File: config.mk
export PLATFORM = sky130hd
export DESIGN_NAME = encrypt_arb
export DESIGN_NICKNAME = d
export VERILOG_FILES = /design/src/rtl/encrypt_arb.sv
export SDC_FILE = /design/constraint.sdc
export NUM_CORES = 1
export LEC_CHECK = 0
export CAP_MARGIN = 20
export CORE_ASPECT_RATIO = 0.7
export CORE_MARGIN = 4
export CORE_UTILIZATION = 50
export CTS_CLUSTER_DIAMETER = 60
export DETAILED_ROUTE_END_ITERATION = 8
export PLACE_DENSITY = 0.78
export SYNTH_ARGS = -nofsm -noshare
export SYNTH_HDL_FRONTEND = slang
export SYNTH_SLANG_ARGS = --single-unit
File: constraint.sdc
create_clock -name clk -period 5 [get_ports clk]
set_input_delay 1 -clock clk [delete_from_list [all_inputs] [get_ports clk]]
set_output_delay 1 -clock clk [all_outputs]
set_load 0.01 [all_outputs]
File: src/rtl/encrypt_arb.sv
// Two-channel round-robin burst sequencer in front of one shared encrypt_unit.
// Each byte sent into the unit carries a {channel,last} tag so its output can be attributed.
module encrypt_arb #(
  parameter int TAG_DEPTH = 8
) (
  input  logic       clk,
  input  logic       rst,
  input  logic [1:0] req_v,
  input  logic [7:0] req_d0,
  input  logic [7:0] req_d1,
  input  logic [1:0] req_last,
  output logic [1:0] req_rdy,
  input  logic       cfg_we,
  input  logic       cfg_ch,
  input  logic [7:0] cfg_k1,
  input  logic [7:0] cfg_k2,
  input  logic [7:0] cfg_k3,
  input  logic [2:0] cfg_rot_freq,
  input  logic       cfg_shift_en,
  input  logic [2:0] cfg_shift_amt,
  input  logic       cfg_mode,
  output logic [7:0] enc_din,
  output logic       enc_en,
  output logic       enc_ctx_rst,
  output logic [7:0] enc_k1,
  output logic [7:0] enc_k2,
  output logic [7:0] enc_k3,
  output logic [2:0] enc_rot_freq,
  output logic       enc_shift_en,
  output logic [2:0] enc_shift_amt,
  output logic       enc_mode,
  input  logic [7:0] enc_dout,
  input  logic       enc_v,
  output logic [7:0] out_d,
  output logic       out_v,
  output logic       out_ch,
  output logic       out_last,
  output logic       err
);

  localparam int PW = (TAG_DEPTH > 1) ? $clog2(TAG_DEPTH) : 1;
  localparam int CW = $clog2(TAG_DEPTH + 1);

  typedef enum logic [1:0] {IDLE = 2'd0, LOAD = 2'd1, BURST = 2'd2, DRAIN = 2'd3} state_t;

  typedef struct packed {
    logic [7:0] k1;
    logic [7:0] k2;
    logic [7:0] k3;
    logic [2:0] rot_freq;
    logic       shift_en;
    logic [2:0] shift_amt;
    logic       mode;
  } cfg_t;

  localparam cfg_t CFG_ZERO = cfg_t'(32'd0);

  state_t          state;
  logic            gnt;
  logic            prio;
  cfg_t            cfg_reg [2];
  cfg_t            act;
  logic [1:0]      tag_mem [TAG_DEPTH];
  logic [PW-1:0]   wr_ptr;
  logic [PW-1:0]   rd_ptr;
  logic [CW-1:0]   count;
  logic            fifo_full;
  logic            fifo_empty;
  logic            acc_v;
  logic            acc_last;
  logic [7:0]      acc_d;
  logic            pop;
  logic            pick;

  function automatic logic [PW-1:0] ptr_inc(input logic [PW-1:0] p);
    if (p == PW'(TAG_DEPTH - 1)) begin
      ptr_inc = {PW{1'b0}};
    end else begin
      ptr_inc = p + PW'(1);
    end
  endfunction

  assign enc_k1        = act.k1;
  assign enc_k2        = act.k2;
  assign enc_k3        = act.k3;
  assign enc_rot_freq  = act.rot_freq;
  assign enc_shift_en  = act.shift_en;
  assign enc_shift_amt = act.shift_amt;
  assign enc_mode      = act.mode;

  assign fifo_full  = (count == CW'(TAG_DEPTH));
  assign fifo_empty = (count == {CW{1'b0}});
  assign acc_v      = |(req_v & req_rdy);
  assign acc_d      = gnt ? req_d1 : req_d0;
  assign acc_last   = req_last[gnt];
  assign pop        = enc_v && !fifo_empty;
  assign pick       = req_v[prio] ? prio : ~prio;

  // Only the granted channel may push, and only while a tag slot is free.
  always_comb begin
    req_rdy = 2'b00;
    if (state == BURST && !fifo_full) begin
      req_rdy[gnt] = 1'b1;
    end else begin
      req_rdy = 2'b00;
    end
  end

  // Arbitration FSM, config storage and the ingress register towards the unit.
  always_ff @(posedge clk) begin
    if (!rst) begin
      state       <= IDLE;
      gnt         <= 1'b0;
      prio        <= 1'b0;
      cfg_reg[0]  <= CFG_ZERO;
      cfg_reg[1]  <= CFG_ZERO;
      act         <= CFG_ZERO;
      enc_din     <= 8'h00;
      enc_en      <= 1'b0;
      enc_ctx_rst <= 1'b0;
    end else begin
      if (cfg_we) begin
        cfg_reg[cfg_ch] <= {cfg_k1, cfg_k2, cfg_k3, cfg_rot_freq,
                            cfg_shift_en, cfg_shift_amt, cfg_mode};
      end
      enc_en      <= acc_v;
      enc_ctx_rst <= 1'b1;
      if (acc_v) begin
        enc_din <= acc_d;
      end
      case (state)
        IDLE: begin
          if (|req_v) begin
            // Active config is captured on grant so the unit sees the new keys while held in reset.
            gnt         <= pick;
            act         <= cfg_reg[pick];
            enc_ctx_rst <= 1'b0;
            state       <= LOAD;
          end
        end
        LOAD:  state <= BURST;
        BURST: begin
          if (acc_v && acc_last) begin
            state <= DRAIN;
          end
        end
        DRAIN: begin
          if (fifo_empty && !enc_v) begin
            prio  <= ~gnt;
            state <= IDLE;
          end
        end
        default: state <= IDLE;
      endcase
    end
  end

  // In-flight tag FIFO; simultaneous push and pop keep the count.
  always_ff @(posedge clk) begin
    if (!rst) begin
      wr_ptr <= {PW{1'b0}};
      rd_ptr <= {PW{1'b0}};
      count  <= {CW{1'b0}};
      for (int i = 0; i < TAG_DEPTH; i++) begin
        tag_mem[i] <= 2'b00;
      end
    end else begin
      if (acc_v) begin
        tag_mem[wr_ptr] <= {gnt, acc_last};
        wr_ptr          <= ptr_inc(wr_ptr);
      end
      if (pop) begin
        rd_ptr <= ptr_inc(rd_ptr);
      end
      case ({acc_v, pop})
        2'b10:   count <= count + CW'(1);
        2'b01:   count <= count - CW'(1);
        default: count <= count;
      endcase
    end
  end

  // Egress register: an untagged unit output is still forwarded but flagged as an error.
  always_ff @(posedge clk) begin
    if (!rst) begin
      out_d    <= 8'h00;
      out_v    <= 1'b0;
      out_ch   <= 1'b0;
      out_last <= 1'b0;
      err      <= 1'b0;
    end else begin
      out_v <= enc_v;
      if (enc_v) begin
        out_d    <= enc_dout;
        out_ch   <= fifo_empty ? 1'b0 : tag_mem[rd_ptr][1];
        out_last <= fifo_empty ? 1'b0 : tag_mem[rd_ptr][0];
      end
      if (enc_v && fifo_empty) begin
        err <= 1'b1;
      end
    end
  end

endmodule

==> impl_metrics.env <==
export IMPL_ys_types=40
export IMPL_clk_path_buf_depth=2
export IMPL_startpoint_type="input port"
export IMPL_fin_util_pct=68.3
export IMPL_seqPwrFrac_pct=44.5
export IMPL_cts_resized_gates=0
export IMPL_initialDrtViolationCount=220
export IMPL_crit_type="in -> reg"
export IMPL_cts_sinks=151
export IMPL_core_sq_mm=0.0119
export IMPL_place_congestion=0.880
export IMPL_grt_max_degree=35
export IMPL_slew_headroom_pct=26.2
export IMPL_ys_ff_latch=151
export IMPL_post_cts_repair_setup_buffers=0
export IMPL_grt_usage_pct=19.2
export IMPL_clkPwrFrac_pct=35.0
export IMPL_hpwl_um=9080
export IMPL_post_drt_wl_per_cell_um=16.6
export IMPL_vias=4271
export IMPL_routed_wl_um=13400
export IMPL_yosys_area_top_type="edfxtp_1"
export IMPL_p_total_uw=3560
export IMPL_grt_pass1_wl_um=21500
export IMPL_fin_setup_tns_ns=0
export IMPL_die_w_um=141
export IMPL_syn_nets=598
export IMPL_p_int_uw=2580
export IMPL_antennaDiodeCount=0
export IMPL_drc=0
export IMPL_syn_area_sq_mm=0.00620
export IMPL_maxSlewViolCount=0
export IMPL_final_cells=811
export IMPL_ir_worst_vdd_v=0.000318
export IMPL_cts_hold_buf=0
export IMPL_placementRows=33
export IMPL_switching_power_uw=975
export IMPL_synth_most_common_cell="edfxtp_1"
export IMPL_pin_count=121
export IMPL_cts_buffers=17
export IMPL_ys_seq_area_share_pct=61.7
export IMPL_critPathArrivalTime_ns=4.00
export IMPL_period_needed_ns=3.66
export IMPL_ys_flop_type="edfxtp_1"
export IMPL_crit_chain="clkdlybuf4s50_1 > and2_1 > o211a_1 > buf_4 > clkinv_1 > ha_1 > xor2_1 > ha_1 > a21oi_1 > xor2_1 > or3_1 > a21oi_1"
export IMPL_grt_overflow_total=0
export IMPL_worst_pin_slew_ns=1.10
export IMPL_die_area_sq_mm=0.0143
export IMPL_grt_pass1_vias=4324
export IMPL_antenna_found_initial=0
export IMPL_firstDrtPassIters=5
export IMPL_ant_nets=0
export IMPL_cp_slowest_cell="clkdlybuf4s50_1"
export IMPL_vias_per_cell=5.27
export IMPL_syn_to_final_growth_pct=31.5
export IMPL_clkLatencyLatePin_ns=0.41
export IMPL_synth_area_leaders="edfxtp_1 (39%), dfxtp_1 (23%), mux2i_1 (8.4%)"
export IMPL_synth_top_cell_area_share_pct=38.7
export IMPL_worstPathMaxFanout=20
export IMPL_critPathCaptureType="register"
export IMPL_avgSynthCellArea_sq_um=11.9
export IMPL_fin_crit_sh_pct=73.1
export IMPL_synthesis_instances=523
export IMPL_cts_root_buf="clkbuf_16"
export IMPL_status="complete, no violations"
export IMPL_cp_required_ns=5.34
export IMPL_fin_nets=716
export IMPL_die_h_um=101
export IMPL_power_share_switching_pct=27.4
export IMPL_portBuffers=120
export IMPL_initial_core_util_pct=52.0
export IMPL_max_freq_mhz=273
export IMPL_largest_reg_flops=64
export IMPL_hold_viol=0
export IMPL_p_per_area_mw_per_mm2=436
export IMPL_synth_top_cells_by_count="edfxtp_1 (80), dfxtp_1 (71), and2_1 (67)"
export IMPL_maxCapViolCount=0
export IMPL_fin_skew_ns=0.00927
export IMPL_comb_power_share_pct=20.4
export IMPL_dp_cells=778
export IMPL_finalSetupViolCount=0
export IMPL_cts_max_level=4
export IMPL_yosysWarnings=0
export IMPL_min_path_type="reg -> reg"
export IMPL_cts_tree="done"
export IMPL_critPathMaxStageDelay_ns=0.57
export IMPL_synth_edf_count=80
export IMPL_p_leak_uw=0.00307
export IMPL_drive_gt1_share_pct=8.87
export IMPL_rsz0062_at_grt="no"
export IMPL_clkTransAtPathRegs_ns=0.06
export IMPL_async_reset_ff_share_pct=0
## worst max-delay path: cells and delay by family
kind | cells | cell delay, ns
buffers and inverters | 3 | 1.16
XOR/XNOR | 2 | 0.28
AND/OR/NAND/NOR | 2 | 0.53
AO/OA/AOI/OAI | 3 | 0.46
adder cells (fa/ha/maj) | 2 | 0.57
## cell families after synthesis
family          count (synthesis)  share of synthesized area, %
compound gates                 77                          7.89
xor+xnor                        3                         0.424
fa+ha+maj                      10                          2.02
buf+inv                        37                          2.66
flops                         151                          61.7
mux                            56                          9.84
simple gates                  189                          15.5
## per-stage QoR
stage	setup WS, ns	hold WS [ns]	instance area (sq um)
2_1_floorplan	0.892	0.454	6200
3_3_place_gp	1.11	0.434	7530
3_5_place_dp	0.956	0.442	7550
4_1_cts	1.38	0.456	8130
5_1_grt	1.15	0.476	8150
6_report	1.34	0.452	8150
## layout make-up
cell class,instances,area (sq um)
Timing Repair Buffer,128,1290
Multi-Input combinational cell,335,2240
Clock inverter,15,153
Tap cell,157,196
Sequential cell,151,3820
Inverter,8,30.0
Clock buffer,17,425
Fill cell,855,3780
## power groups by stage
stage	Combinational, uW	Sequential, uW	Clock, uW
floorplan	349	1620	0
global placement	699	1600	0
detailed placement	724	1610	0
CTS	728	1590	1260
global route	786	1600	1320
finish	728	1590	1250
## layer usage
| layer | share of wire [%] | GRT usage [%] | vias up |
|---|---|---|---|
| met4 | 1.1 | 6.18 | 0 |
| li1 | - | - | 2075 |
| met3 | 5.6 | 5.33 | 11 |
| met1 | 45 | 25.1 | 2039 |
| met2 | 48 | 31.7 | 146 |
| met5 | 0 | 0 | - |
## layout by cell type (no fill, tap or decap), types with 4 or more instances in the layout
master,count
clkdlybuf4s50_1,120
edfxtp_1,80
dfxtp_1,71
and2_1,67
mux2i_1,52
nand2_1,50
nor2_1,42
o21ai_0,41
clkbuf_16,17
a21oi_1,11
ha_1,10
a211oi_2,9
inv_1,7
or3_1,7
buf_4,6
o31ai_1,4
mux4_2,4
## worst paths after layout
kind / start / end / slack, ns / cells after the start
setup / recovery: req_v[1] / count[2]$_SDFFE_PN0P_ / 1.34 / 12
hold / removal: enc_k1[7]$_SDFFE_PN0P_ / enc_k1[7]$_SDFFE_PN0P_ / 0.45 / 2
setup reg to reg: gnt$_SDFFE_PN0P_ / count[2]$_SDFFE_PN0P_ / 1.65 / 11
hold reg to reg: enc_k1[7]$_SDFFE_PN0P_ / enc_k1[7]$_SDFFE_PN0P_ / 0.45 / 2
(Power assumes the default switching activity.)
